File: src/rtl/ks_adder_pkg.sv
// ks_adder_pkg: shared op encoding, prefix-depth helper and per-rank sideband for ks_adder_pipe
package ks_adder_pkg;
  typedef enum logic {KS_ADD = 1'b0, KS_SUB = 1'b1} ks_op_e;
  typedef struct packed {
    logic cin;
    logic a_msb;
    logic b_msb;
    logic sat;
  } ks_side_t;
  function automatic int ks_levels(input int width);
    int l;
    l = 0;
    while ((1 << l) < width) l++;
    return l;
  endfunction
endpackage

File: src/rtl/ks_gp_cell.sv
// ks_gp_cell: one Kogge-Stone black cell combining a high (G,P) pair with a lower one
module ks_gp_cell (
  input  logic g_hi,
  input  logic p_hi,
  input  logic g_lo,
  input  logic p_lo,
  output logic g,
  output logic p
);
  assign g = g_hi | (p_hi & g_lo);
  assign p = p_hi & p_lo;
endmodule

File: src/rtl/ks_adder_pipe.sv
// ks_adder_pipe: pipelined Kogge-Stone add/sub with valid/ready stall; KS_ADDER_SAT_EN adds the sat clamp input
module ks_adder_pipe
  import ks_adder_pkg::*;
#(
  parameter int WIDTH = 32
) (
  input  logic             clk,
  input  logic             rst,
`ifdef KS_ADDER_SAT_EN
  input  logic             sat,
`endif
  input  logic             in_valid,
  output logic             in_ready,
  input  logic [WIDTH-1:0] in1,
  input  logic [WIDTH-1:0] in2,
  input  logic             c0,
  input  logic             sub,
  output logic             out_valid,
  input  logic             out_ready,
  output logic [WIDTH-1:0] out,
  output logic             cout,
  output logic             ovf
);
  localparam int LEVELS  = ks_levels(WIDTH);
  localparam int LATENCY = LEVELS + 2;
  ks_op_e           op;
  logic [WIDTH-1:0] b0, g0, p0, carry, sum, res;
  logic             cin0, ov;
  ks_side_t         sd0;
  logic [LATENCY-1:0] vld;
  logic [WIDTH-1:0] gr [LEVELS+1];
  logic [WIDTH-1:0] pr [LEVELS+1];
  logic [WIDTH-1:0] por [LEVELS+1];
  logic [WIDTH-1:0] gn [1:LEVELS];
  logic [WIDTH-1:0] pn [1:LEVELS];
  ks_side_t         sr [LEVELS+1];
  assign op        = ks_op_e'(sub);
  assign out_valid = vld[LATENCY-1];
  assign in_ready  = !out_valid || out_ready;
  assign b0        = op == KS_SUB ? ~in2 : in2;
  assign cin0      = op == KS_SUB ? ~c0 : c0;
  assign p0        = in1 ^ b0;
  assign g0        = (in1 & b0) | {{(WIDTH-1){1'b0}}, p0[0] & cin0};
`ifdef KS_ADDER_SAT_EN
  assign sd0 = '{cin: cin0, a_msb: in1[WIDTH-1], b_msb: b0[WIDTH-1], sat: sat};
`else
  assign sd0 = '{cin: cin0, a_msb: in1[WIDTH-1], b_msb: b0[WIDTH-1], sat: 1'b0};
`endif
  for (genvar k = 1; k <= LEVELS; k++) begin : g_lvl
    for (genvar i = 0; i < WIDTH; i++) begin : g_bit
      if (i >= (1 << (k - 1))) begin : g_blk
        ks_gp_cell u_cell (
          .g_hi(gr[k-1][i]),
          .p_hi(pr[k-1][i]),
          .g_lo(gr[k-1][i-(1<<(k-1))]),
          .p_lo(pr[k-1][i-(1<<(k-1))]),
          .g   (gn[k][i]),
          .p   (pn[k][i])
        );
      end else begin : g_pass
        assign gn[k][i] = gr[k-1][i];
        assign pn[k][i] = pr[k-1][i];
      end
    end
  end
  // after the last level gr holds the carry out of every bit, cin already folded in
  assign carry = {gr[LEVELS][WIDTH-2:0], sr[LEVELS].cin};
  assign sum   = por[LEVELS] ^ carry;
  assign ov    = sr[LEVELS].a_msb == sr[LEVELS].b_msb && sum[WIDTH-1] != sr[LEVELS].a_msb;
`ifdef KS_ADDER_SAT_EN
  assign res = sr[LEVELS].sat && ov ? {sr[LEVELS].a_msb, {(WIDTH-1){!sr[LEVELS].a_msb}}} : sum;
`else
  assign res = sum;
`endif
  always_ff @(posedge clk)
    if (rst) begin
      vld  <= '0;
      out  <= '0;
      cout <= 1'b0;
      ovf  <= 1'b0;
    end else if (in_ready) begin
      vld    <= {vld[LATENCY-2:0], in_valid};
      gr[0]  <= g0;
      pr[0]  <= p0;
      por[0] <= p0;
      sr[0]  <= sd0;
      for (int k = 1; k <= LEVELS; k++) begin
        gr[k]  <= gn[k];
        pr[k]  <= pn[k];
        por[k] <= por[k-1];
        sr[k]  <= sr[k-1];
      end
      out  <= res;
      cout <= gr[LEVELS][WIDTH-1];
      ovf  <= ov;
    end
endmodule

File: config.mk
export PLATFORM = sky130hd
export DESIGN_NAME = ks_adder_pipe
export DESIGN_NICKNAME = d
export VERILOG_FILES = /design/src/rtl/ks_adder_pkg.sv /design/src/rtl/ks_gp_cell.sv /design/src/rtl/ks_adder_pipe.sv
export SDC_FILE = /design/constraint.sdc
export NUM_CORES = 1
export LEC_CHECK = 0
export ABC_AREA = 1
export CORE_ASPECT_RATIO = 0.7
export CORE_MARGIN = 2
export CORE_UTILIZATION = 53
export DETAILED_ROUTE_END_ITERATION = 16
export PLACE_DENSITY = 0.75
export SYNTH_ARGS = -nofsm -noshare
export SYNTH_HDL_FRONTEND = slang
export SYNTH_SLANG_ARGS = --single-unit
File: constraint.sdc
create_clock -name clk -period 29.2 [get_ports clk]
set_input_delay 5.84 -clock clk [delete_from_list [all_inputs] [get_ports clk]]
set_output_delay 5.84 -clock clk [all_outputs]
set_load 0.1 [all_outputs]
==> metrics.txt, run 1 <==
status completed; Placed Cells 1818; largest family of logic cells by synthesized area simple AND/OR/NAND/NOR gates; drt pass-1 iters 4; CTS buffer count 49; crit start category primary input; Core Util, Final 0.626; clk_skew 0.0231 ns; GRT Util Overall 0.161; Warnings, synthesis 0; Initial Utilization 0.543; fraction of the yosys area taken by sequential cells 0.805; Total Die Area 38700 µm²; worst relative slew slack 0.249; initial drt markers 885; IO Port Bufs 105; global route overflow 0; total core area 36200 µm²; CP Class in -> out; syn avg cell area 15.8 µm²; Max Cap Viol 0; cell area after layout 22700 µm²; Crit path depth 4; row count 58; Async SR Flop Fraction 0; fin cells 1907; most used cell, CP clkdlybuf4s50_1; Resize count post-CTS 0; Gate Count Post-Synth 1243; synthesized flop and latch total 541; leak pwr 9.19 nW; Area growth syn-to-layout 15.2%; final worst-path setup slack 15.36 ns; Cell Area, Placed 21200 µm²; clock tree buffer depth 3; Clock Tree Root clkbuf_16; Clock Latency Late Sink 0.56 ns; fin crit share 0.474; number of synthesized flops with an enable pin 500; CP Data Required Time 23.36 ns; Post-DP HPWL 20500 µm; CP peak stage delay 1.23 ns; NetSw 0.367 mW; post-synth design cell area 19700 µm²; Slew @ Worst Pin 1.13 ns; worst hold margin 0.404 ns; width of the die 234 µm; Fin. Hold Viols 0; Clk pwr share 0.355; H-Tree Depth 2; XOR/XNOR Fraction of Synth Area 0.0281; average vias per placed instance 4.83; Top FF cell, synth edfxtp_1; CTS clk-pin slew, worst paths 0.06 ns; via count 9217; commonest non-fill, non-tap cell in the layout edfxtp_1; RSZ-0062 raised after global routing false; post-synthesis mux area share 0; antenna violations before repair 0; worst hold stages 0; Hold Buf Count CTS 0; Ant. Diodes 0; simple-gate share of the synthesized area 0.0543; power density over the cells 72.8 nW/µm²; Slew Viols, Final 0; Max Clock Freq 72.3 MHz; pin count of the biggest net entering global routing 198; vias in the first global route 8887; worst slack, placed 15.34 ns; Die H 165 µm; Post-Synth Adder-Cell Area 0.0204; Hold WC Path Type reg -> reg; WP buf/inv 3; WL per Instance 15.9 µm; CP delay by family, top buffers and inverters; DRC violations left 0; share of power burned in registers 0.578; nets@finish 1491; share of layout cells above drive strength 1 0.0834; DRT antenna net count 0; sw frac 0.223; post-layout minimum cycle time 13.84 ns; Synth cell types 27; Comb power frac 0.067; Cell Chain, Critical Path clkdlybuf4s50_1, inv_1, nand2_4, clkdlybuf4s50_1; CP endpoint kind primary output; commonest cells after routing, fill and taps aside edfxtp_1 (500), nand2_1 (259), inv_1 (183), clkdlybuf4s50_1 (104), a21o_1 (52); total negative slack 0 ns; # setup viols final 0; CP arrival 8.00 ns; CTS tree built; compound-cell area share of the yosys netlist 0.0472; Max VDD drop 0.0396 mV; syn nets 1345; first-pass GRT wire length 47500 µm; filler instances 2491; I/O pins 106; Pwr Total 1.65 mW; slowest cell on the critical path clkdlybuf4s50_1; clk sinks 541; r2r worst-path depth 5; final WL 30400 µm; crit-path max FO 33; GP Congestion 0.804; Int Pwr 1.28 mW; postcts setup bufs 0
==> power by group through the flow <==
stage | logic (mW) | clock network, mW | registers, mW
final | 0.111 | 0.585 | 0.953
after global routing | 0.122 | 0.627 | 0.959
after CTS | 0.112 | 0.599 | 0.954
after detailed placement | 0.112 | 0 | 0.970
after global placement | 0.110 | 0 | 0.967
after floorplan | 0.0485 | 0 | 1.01
==> area by class of cell <==
cell class	instances	area, µm²	area share
Sequential cell	541	15800	0.699
Multi-Input combinational cell	502	2960	0.131
Clock buffer	57	1260	0.0554
Timing Repair Buffer	111	1100	0.0487
Inverter	184	693	0.0306
Tap cell	480	601	0.0265
Clock inverter	32	211	0.00933
==> logic make-up (layout without fill, tap and decap cells) <==
group | after synthesis | in the layout
AOI/OAI and AO/OA | 127 | 127
xor gates and xnor gates | 63 | 63
adders and majority gates | 32 | 32
buffers and inverters | 200 | 384
DFF | 541 | 541
and+or+nand+nor | 280 | 280
==> worst reg2reg max path, cell delays in order, from the launching register on <==
cell and delay [ns]:
dfxtp_1 0.33, nand2_4 0.41, inv_4 0.14, nor2_4 0.73, buf_12 0.71, buf_4 1.20
==> path summary, 6_finish.rpt <==
check                           slack, ns         end  startpoint
worst max-delay path                15.36    in_ready   out_ready
worst min-delay path                 0.40  por[2][28]  por[1][28]
worst max register to register      25.25    gr[4][7]      vld[6]
worst min register to register       0.40  por[2][28]  por[1][28]
==> sequential cells by signal, indices dropped and copies added (netlist names) <==
name,cells
pr,132
gr,192
vld,7
ovf,1
out,32
por,158
cout,1
sr,18
==> cell usage after synthesis (2+ instances only) <==
cell / n / area share
a21oi_2: 19 / 0.0085
edfxtp_1: 500 / 0.76
nand2_1: 259 / 0.049
buf_6: 7 / 0.0040
o21ai_0: 13 / 0.0033
clkbuf_4: 3 / 0.0011
o21ai_2: 23 / 0.010
xnor2_1: 31 / 0.014
o21ai_1: 4 / 0.0010
xor2_1: 32 / 0.014
nor2_1: 15 / 0.0029
dfxtp_1: 41 / 0.042
nand3_1: 2 / 0.00051
inv_1: 183 / 0.035
ha_1: 32 / 0.020
buf_12: 3 / 0.0031
a21oi_1: 15 / 0.0038
a21o_1: 52 / 0.020
==> layer usage <==
layer,wire [µm],vias to the layer above,global-route usage
met2,13400,256,0.236
met4,482,0,0.0420
met3,2310,47,0.0290
met1,14200,4360,0.252
li1,-,4554,-
met5,0,-,0
No activity file was read; power rests on OpenSTA's default activity.
==> run 2, diff against run 1 <==
--- a/config.mk
+++ b/config.mk
@@ -8,9 +8,9 @@
 export ABC_AREA = 1
 export CORE_ASPECT_RATIO = 0.7
 export CORE_MARGIN = 2
-export CORE_UTILIZATION = 53
+export CORE_UTILIZATION = 59
 export DETAILED_ROUTE_END_ITERATION = 16
-export PLACE_DENSITY = 0.75
+export PLACE_DENSITY = 0.79
 export SYNTH_ARGS = -nofsm -noshare
 export SYNTH_HDL_FRONTEND = slang
 export SYNTH_SLANG_ARGS = --single-unit
==> constraint.sdc (replaced) <==
create_clock -name clk -period 13.46 [get_ports clk]
set_input_delay 2.692 -clock clk [delete_from_list [all_inputs] [get_ports clk]]
set_output_delay 2.692 -clock clk [all_outputs]
set_load 0.1 [all_outputs]
==> run 2 against run 1 <==
Worst hold slack improved by 0.011 ns. Combinational power rose by 120%. Final cell count fell by 3.0%. Flip-flop and latch count did not move. Non-clock buffer count did not move. Critical endpoint unchanged.
==> metrics.txt, run 2 (synthesized netlist as in run 1, its figures left out) <==
nets@finish 1490 (-0.067%); Resize count post-CTS 0 (unchanged); H-Tree Depth 2 (unchanged); Core Util, Final 0.694 (+0.0682); width of the die 222 µm (-5.1%); worst relative slew slack 0.166 (-0.0832); total negative slack 0 ns (unchanged); first-pass GRT wire length 47800 µm (+0.61%); clk_skew 0.0119 ns (-0.0112 ns); worst hold margin 0.415 ns (+0.0108 ns); power density over the cells 159 nW/µm² (+120%); Reg2Reg Launch Point vld[6]; Hold Buf Count CTS 0 (unchanged); leak pwr 9.17 nW (-0.14%); # setup viols final 0 (unchanged); via count 9324 (+1.2%); final worst-path setup slack 6.31 ns (-9.05 ns); Die H 157 µm (-5.1%); initial drt markers 866 (-2.1%); most used cell, CP clkdlybuf4s50_1; Area growth syn-to-layout 14.9%; clock tree buffer depth 3 (unchanged); Placed Cells 1765 (-2.9%); Fin. Hold Viols 0 (unchanged); fin crit share 0.531; WL per Instance 16.6 µm (+4.2%); fin cells 1849 (-3.0%); CP arrival 4.45 ns (-3.55 ns); CTS clk-pin slew, worst paths 0.06 ns (about the same); CTS tree built; commonest non-fill, non-tap cell in the layout edfxtp_1; Max Clock Freq 140 MHz; GRT Util Overall 0.180 (+0.0185); Initial Utilization 0.604 (+0.0611); filler instances 2073 (-17%); CTS buffer count 48 (-2.0%); top flop regs gr: 192 flops, por: 158 flops, pr: 132 flops; Pwr Total 3.59 mW (+120%); DRT antenna net count 0 (unchanged); crit start category primary input; post-layout minimum cycle time 7.15 ns; crit-path max FO 3 (-91%); Max Cap Viol 0 (unchanged); Total Die Area 34800 µm² (-10%); CP endpoint kind primary output; Biggest register gr; RSZ-0062 raised after global routing false; worst hold stages 0 (unchanged); row count 55 (-5.2%); r2r worst-path depth 5 (unchanged); average vias per placed instance 5.04 (+4.3%); I/O pins 106 (unchanged); Post-DP HPWL 20300 µm (-0.88%); number of flip-flops in the largest register 192 (unchanged); CP Data Required Time 10.77 ns (-12.59 ns); Cell Area, Placed 21100 µm² (-0.31%); cell area after layout 22600 µm² (-0.32%); antenna violations before repair 2 (+2); Slew Viols, Final 0 (unchanged); Hold Path Origin por[4][9]; drt pass-1 iters 7 (+3); Hold EP por[5][9]; Clock Latency Late Sink 0.55 ns (about the same); commonest cells after routing, fill and taps aside edfxtp_1 (500), nand2_1 (259), inv_1 (183), clkdlybuf4s50_1 (104), a21o_1 (52); share of layout cells above drive strength 1 0.0795 (-0.00393); worst reg2reg path endpoint pr[1][18]; global route overflow 0 (unchanged); total core area 32600 µm² (-10%); CP peak stage delay 1.14 ns (-0.09 ns); Hold WC Path Type reg -> reg; Clock Tree Root clkbuf_16; worst slack, placed 6.30 ns (-9.04 ns); CP Class in -> out; GP Congestion 0.813 (+1.2%); postcts setup bufs 0 (unchanged); Ant. Diodes 0 (unchanged); status completed; slowest cell on the critical path clkdlybuf4s50_1; Slew @ Worst Pin 1.25 ns (+0.125 ns); reg2reg setup slack 9.91 ns (-15.34 ns); Max VDD drop 0.0802 mV (+100%); DRC violations left 0 (unchanged); vias in the first global route 8886 (-0.011%); pin count of the biggest net entering global routing 219 (+11%); IO Port Bufs 105 (unchanged); Cell Chain, Critical Path clkdlybuf4s50_1, inv_1, nand2_4, clkdlybuf4s50_1; final WL 30700 µm (+1.0%); clk sinks 541 (unchanged)
-- run 2: cell types whose count changed in the layout (fill, tap and decap cells not counted) --
cell / before / now
clkbuf_1: 8 / 15
clkinv_2: 9 / 1
clkinv_4: 2 / 0
clkbuf_2: 0 / 2
inv_6: 2 / 0
clkinv_1: 15 / 9
clkbuf_8: 0 / 4
-- run 2: per-layer routing --
metal,vias up,share of wire,wire (µm),GRT usage
li1,4547,-,-,-
met2,281,0.44,13600,0.266
met4,0,0.018,553,0.0489
met1,4450,0.47,14500,0.278
met3,46,0.066,2020,0.0329
met5,-,0,0,0
-- run 2: worst max-delay path by stage --
stage                   start  endpoint  slack (ns)  cells after the start
finish              out_ready  in_ready        6.31                      4
global route        out_ready  in_ready        6.27                      4
CTS                 out_ready  in_ready        6.29                      4
detailed placement  out_ready  in_ready        6.30                      4
global placement    out_ready  in_ready        6.28                      4
floorplan           out_ready  gr[0][0]        2.66                      5
-- run 2: critical path: cells and delay by family --
kind                   cells  cell delay, ns
buffers and inverters      3            1.66
and+or+nand+nor            1            0.09
-- run 2: cell type report --
cell class,instances,area (µm²),area share
flip-flops and latches,541,15800,0.701
multi-input cells,502,2960,0.131
clock buffers,70,1350,0.0597
repair buffers,111,1100,0.0489
inverters,184,693,0.0307
well taps,427,534,0.0237
clock inverters,14,114,0.00504
-- run 2: where the power goes --
group	switching (mW)	internal, mW
combinational	0.159	0.0811
sequential	0.0756	1.99
clock	0.547	0.729
